### config.mk
export PLATFORM = sky130hd
export DESIGN_NAME = regfile_wb_arbiter
export DESIGN_NICKNAME = d
export VERILOG_FILES = /design/src/rtl/regfile_pkg.sv /design/src/rtl/wb_fifo.sv /design/src/rtl/regfile_wb_arbiter.sv
export SDC_FILE = /design/constraint.sdc
export NUM_CORES = 1
export LEC_CHECK = 0
export ABC_AREA = 0
export CAP_MARGIN = 20
export CORE_ASPECT_RATIO = 1.2
export CORE_MARGIN = 8
export CORE_UTILIZATION = 40
export CTS_CLUSTER_SIZE = 40
export DETAILED_ROUTE_END_ITERATION = 8
export DONT_BUFFER_PORTS = 1
export PLACE_DENSITY_LB_ADDON = 0.05
export SLEW_MARGIN = 15
export SYNTH_ARGS = -nofsm -noshare
export SYNTH_HDL_FRONTEND = slang
export SYNTH_SLANG_ARGS = --single-unit
### constraint.sdc
create_clock -name clk -period 2.2 [get_ports clk]
set_clock_uncertainty 0.2 [all_clocks]
set_input_delay 0.44 -clock clk [delete_from_list [all_inputs] [get_ports clk]]
set_output_delay 0.44 -clock clk [all_outputs]
set_load 0.1 [all_outputs]
### src/rtl/regfile_pkg.sv
// Shared register-file write-back types and sizes.
// Used by the write-back arbiter and its LSU queue.
package regfile_pkg;

    localparam int XLEN       = 32;
    localparam int REG_ADDR_W = 5;
    localparam int NUM_REGS   = 32;

    typedef struct packed {
        logic [REG_ADDR_W-1:0] addr;
        logic [XLEN-1:0]       data;
    } wb_req_t;

endpackage

### src/rtl/wb_fifo.sv
// LSU write-back queue with per-entry live bits and kill-by-address; no read latency (head is combinational).
// No internal backpressure: caller only pushes when count < DEPTH and only pops when count != 0.
module wb_fifo
    import regfile_pkg::*;
#(
    parameter int DEPTH = 4
) (
    input  logic                     clk,
    input  logic                     rst_n,
    input  logic                     push_i,
    input  wb_req_t                  push_dat_i,
    input  logic                     pop_i,
    input  logic                     kill_vld_i,
    input  logic [REG_ADDR_W-1:0]    kill_addr_i,
    output wb_req_t                  head_dat_o,
    output logic                     head_live_o,
    output logic [$clog2(DEPTH):0]   count_o,
    output logic [NUM_REGS-1:0]      pend_mask_o
);

    localparam int PW = $clog2(DEPTH);
    localparam int CW = PW + 1;

    wb_req_t          mem_q [DEPTH];
    logic [DEPTH-1:0] live_q, live_d;
    logic [PW-1:0]    wr_ptr_q, wr_ptr_d;
    logic [PW-1:0]    rd_ptr_q, rd_ptr_d;
    logic [CW-1:0]    count_q, count_d;

    always_ff @(posedge clk) begin
        if (push_i) begin
            mem_q[wr_ptr_q] <= push_dat_i;
        end
    end

    // Kill first, then push: a load pushed alongside a same-address ALU write is younger and stays live.
    always_comb begin
        live_d = live_q;
        if (kill_vld_i) begin
            for (int i = 0; i < DEPTH; i++) begin
                if (live_q[i] && (mem_q[i].addr == kill_addr_i)) begin
                    live_d[i] = 1'b0;
                end
            end
        end
        if (pop_i) begin
            live_d[rd_ptr_q] = 1'b0;
        end
        if (push_i) begin
            live_d[wr_ptr_q] = 1'b1;
        end
    end

    always_comb begin
        wr_ptr_d = push_i ? wr_ptr_q + PW'(1) : wr_ptr_q;
        rd_ptr_d = pop_i  ? rd_ptr_q + PW'(1) : rd_ptr_q;
        case ({push_i, pop_i})
            2'b10:   count_d = count_q + CW'(1);
            2'b01:   count_d = count_q - CW'(1);
            default: count_d = count_q;
        endcase
    end

    always_ff @(posedge clk or negedge rst_n) begin
        if (!rst_n) begin
            live_q   <= '0;
            wr_ptr_q <= '0;
            rd_ptr_q <= '0;
            count_q  <= '0;
        end else begin
            live_q   <= live_d;
            wr_ptr_q <= wr_ptr_d;
            rd_ptr_q <= rd_ptr_d;
            count_q  <= count_d;
        end
    end

    always_comb begin
        pend_mask_o = '0;
        for (int i = 0; i < DEPTH; i++) begin
            if (live_q[i]) begin
                pend_mask_o[mem_q[i].addr] = 1'b1;
            end
        end
        pend_mask_o[0] = 1'b0;
    end

    assign head_dat_o  = mem_q[rd_ptr_q];
    assign head_live_o = live_q[rd_ptr_q];
    assign count_o     = count_q;

endmodule

### src/rtl/regfile_wb_arbiter.sv
// Merges ALU (priority, no backpressure) and queued LSU write-backs onto one registered write port; 1-cycle ALU, >=2-cycle LSU latency.
// LSU backpressure: lsu_wr_ready drops only when the queue is full, regardless of same-cycle pops.
module regfile_wb_arbiter
    import regfile_pkg::*;
#(
    parameter int FIFO_DEPTH = 4
) (
    input  logic                          clk,
    input  logic                          reset,
    input  logic                          alu_wr_valid,
    input  logic [REG_ADDR_W-1:0]         alu_wr_addr,
    input  logic [XLEN-1:0]               alu_wr_data,
    input  logic                          lsu_wr_valid,
    output logic                          lsu_wr_ready,
    input  logic [REG_ADDR_W-1:0]         lsu_wr_addr,
    input  logic [XLEN-1:0]               lsu_wr_data,
    output logic                          reg_write_en,
    output logic [REG_ADDR_W-1:0]         write_reg_addr,
    output logic [XLEN-1:0]               write_data,
    output logic [NUM_REGS-1:0]           pend_mask,
    output logic [$clog2(FIFO_DEPTH):0]   fifo_count
);

    localparam int CW = $clog2(FIFO_DEPTH) + 1;

    logic                  alu_sel;
    logic                  push;
    logic                  pop;
    wb_req_t               push_dat;
    wb_req_t               head_dat;
    logic                  head_live;

    logic                  we_q, we_d;
    logic [REG_ADDR_W-1:0] addr_q, addr_d;
    logic [XLEN-1:0]       data_q, data_d;

    // Writes to x0 are architecturally void, so they neither win arbitration nor enter the queue.
    assign alu_sel      = alu_wr_valid && (alu_wr_addr != '0);
    assign lsu_wr_ready = (fifo_count < CW'(FIFO_DEPTH));
    assign push         = lsu_wr_valid && lsu_wr_ready && (lsu_wr_addr != '0);
    assign pop          = !alu_sel && (fifo_count != '0);
    assign push_dat     = '{addr: lsu_wr_addr, data: lsu_wr_data};

    wb_fifo #(
        .DEPTH       (FIFO_DEPTH)
    ) u_wb_fifo (
        .clk         (clk),
        .rst_n       (reset),
        .push_i      (push),
        .push_dat_i  (push_dat),
        .pop_i       (pop),
        .kill_vld_i  (alu_sel),
        .kill_addr_i (alu_wr_addr),
        .head_dat_o  (head_dat),
        .head_live_o (head_live),
        .count_o     (fifo_count),
        .pend_mask_o (pend_mask)
    );

    always_comb begin
        we_d   = 1'b0;
        addr_d = addr_q;
        data_d = data_q;
        if (alu_sel) begin
            we_d   = 1'b1;
            addr_d = alu_wr_addr;
            data_d = alu_wr_data;
        end else if (pop && head_live) begin
            we_d   = 1'b1;
            addr_d = head_dat.addr;
            data_d = head_dat.data;
        end
    end

    always_ff @(posedge clk or negedge reset) begin
        if (!reset) begin
            we_q   <= 1'b0;
            addr_q <= '0;
            data_q <= '0;
        end else begin
            we_q   <= we_d;
            addr_q <= addr_d;
            data_q <= data_d;
        end
    end

    assign reg_write_en   = we_q;
    assign write_reg_addr = addr_q;
    assign write_data     = data_q;

endmodule

==> results.json <==
{
  "avgSynthCellArea_um2": 16.39,
  "htreeDepth": 4,
  "worst_pin_slew_ps": 935.1,
  "clk_pin_slew_ps": 80,
  "clockPowerShare_pct": 18.6,
  "hpwlAfterDp_um": 17140,
  "cts_buffers": 17,
  "clock_sinks": 197,
  "numPlacedInstances": 973,
  "drt-wirelength-per-cell_um": 22.91,
  "cp_max_fo": 5,
  "drc": 0,
  "switching_share_pct": 43.75,
  "syn_to_final_growth_pct": 42.01,
  "cts_max_path_buffers": 2,
  "globalplace.congestion": 0.8227,
  "synth_flop_cell": "edfxtp_1",
  "drv_slew": 0,
  "hold_violations": 0,
  "ys_ff_latch": 197,
  "relSlewSlack_pct": 37.66,
  "setup_ws_ps": -420.7,
  "comb_power_share_pct": 37.3,
  "crit_type": "reg -> out",
  "clock_latency_ps": 430,
  "ys_seq_area_share_pct": 61.34,
  "critPathArrivalTime_ps": 1980,
  "clockRootBuffer": "clkbuf_16",
  "synthCells": 564,
  "nets": 848,
  "tritoncts": "built",
  "synth_top_cell_by_area": "edfxtp_1",
  "start_util_pct": 40.24,
  "power.density_nw_per_um2": 1314,
  "synth.distinct_cells": 47,
  "coreArea_um2": 22970,
  "end_kind": "output pin",
  "grt-ovfl-total": 0,
  "start_kind": "flop",
  "syn-num-nets": 652,
  "row_count": 61,
  "ios": 152,
  "grt_pass1_wl_um": 38650,
  "grtUsageTotal_pct": 18.00,
  "synth_top_cell_area_share_pct": 48.08,
  "period_needed_ps": 2621,
  "critical_path_required_ps": 1560,
  "first_pass_iters": 4,
  "netSwitchingPower_mw": 7.548,
  "setup_viol": 31,
  "p_seq_share_pct": 44.1,
  "yosys-top-cells-area": "edfxtp_1 (48%), dfrtp_1 (13%), mux4_2 (8.0%)",
  "viasPerCell": 5.349,
  "grt_start_max_net_pins": 50,
  "ant_nets": 0,
  "synth_edf_count": 148,
  "vias": 5820,
  "die_area_um2": 28250,
  "final_cell_count_no_fill": 1088,
  "io_buffer_count": 0,
  "antenna_cells": 0,
  "antenna_found_initial": 0,
  "synth-async-reset-ratio_pct": 24.87,
  "max_cap_viol_count": 0,
  "setup_tns_ps": -10340,
  "final_cell_mix": "edfxtp_1 (148), buf_4 (102), mux2_4 (51)",
  "final_core_util_pct": 57.14,
  "die_x_um": 154.8,
  "fin_crit_sh_pct": 119.1,
  "failed_checks": "setup timing",
  "internal-power_mw": 9.703,
  "p_leak_nw": 4.854,
  "grt_pass1_vias": 6490,
  "routed_wl_um": 24930,
  "rsz0062_at_grt": "yes",
  "drtIter0Drc": 235,
  "status": "finished with violations",
  "die_y_um": 182.5,
  "mostFrequentLayoutCell": "edfxtp_1",
  "syn_area_um2": 9244,
  "yosys_warnings": 0,
  "drive_above_1_share_pct": 51.62,
  "fmax_ghz": 0.3816,
  "hp-class": "in -> reg",
  "ir_drop_mv": 1.007
}
registers in the layout (all words and copies together) (netlist names):
name                flops
reg_write_en            1
u_wb_fifo.count_o       3
u_wb_fifo.live_q        4
u_wb_fifo.mem_q       148
u_wb_fifo.rd_ptr_q      2
u_wb_fifo.wr_ptr_q      2
write_data             32
write_reg_addr          5
cells in the mapped netlist, drive strengths merged (3+ instances only):
master	n
a21oi	7
a221o	11
a22oi	12
and2	4
and3	4
and3b	6
buf	20
clkbuf	20
dfrtp	49
edfxtp	148
ha	9
inv	10
mux2	65
mux2i	7
mux4	38
nand2	19
nand3	8
nand3b	10
nor2	15
nor3	3
nor3b	12
o211ai	7
o21ai	6
o21bai	4
o221ai	12
o22ai	11
o41ai	5
or3	3
or3b	7
xnor2	16
xor2	9
power groups by stage:
stage	combinational (mW)	clock, mW	sequential [mW]
final	6.44	3.20	7.61
after global routing	6.84	3.42	7.70
after CTS	6.45	3.30	7.63
after detailed placement	6.11	0	7.72
after global placement	6.06	0	7.70
after floorplan	3.85	0	8.08
path summary, 6_finish.rpt:
check	start	to	slack, ps	depth (start not counted)
setup / recovery	u_wb_fifo.mem_q[2][36]	pend_mask[6]	-420	7
hold / removal	alu_wr_data[0]	write_data[0]	70	2
setup reg to reg	u_wb_fifo.live_q[2]	write_data[1]	70	6
hold reg to reg	write_reg_addr[2]	write_reg_addr[2]	400	2
max in group asynchronous	reset	u_wb_fifo.count_o[2]	1160	2
min in group asynchronous	reset	write_data[11]	340	2
repair_timing:
| item | 4_1_cts | 5_1_grt |
|---|---|---|
| setup endpoints to repair | 31 | 33 |
| endpoints found under the hold margin | 201 | 0 |
| resized for setup | 56 | 25 |
| pin swaps | 24 | 27 |
| buffers inserted | 25 | 15 |
| hold buffers | 44 | 0 |
metal layers:
layer	routed length, um	track usage, %
met1	10020	21.24
met2	13300	32.10
met3	1268	3.762
met4	342	5.850
met5	0	0
critical path: stages (launching register included):
cell,delay (ps)
edfxtp_1,420
buf_6,150
or3b_4,420
nor2_2,100
a21oi_1,50
o211ai_1,100
buf_4,160
buf_16,160
kinds of logic after synthesis:
logic type / after synthesis / share of synthesized area, %
adders and majority gates: 10 / 1.435
DFF: 197 / 61.34
xor gates and xnor gates: 25 / 2.369
AOI/OAI and AO/OA: 78 / 6.646
and+or+nand+nor: 93 / 5.983
other: 1 / 0.04057
buffers and inverters: 50 / 2.910
muxes: 110 / 19.27
through the flow:
| step | power, mW | worst slack, ps | hold slack, ps | instance area [um2] |
|---|---|---|---|---|
| final | 17.25 | -420.7 | 73.59 | 13130 |
| after global placement | 13.76 | -274.3 | -52.48 | 11420 |
| after global routing | 17.96 | -504.8 | 55.66 | 13130 |
| after detailed placement | 13.82 | -273.3 | -50.57 | 11420 |
| after CTS | 17.38 | -410.2 | 53.53 | 12930 |
| after floorplan | 11.93 | -865.3 | -55.59 | 9693 |
final cells by class:
type                    instances  area, um2
well taps                     315      394.1
clock buffers                  18      429.2
multi-input cells             317       3928
repair buffers                217       2470
fillers                      1817       9846
flip-flops and latches        197       5682
inverters                      10      41.29
clock inverters                14      183.9
(Power assumes the default switching activity.)
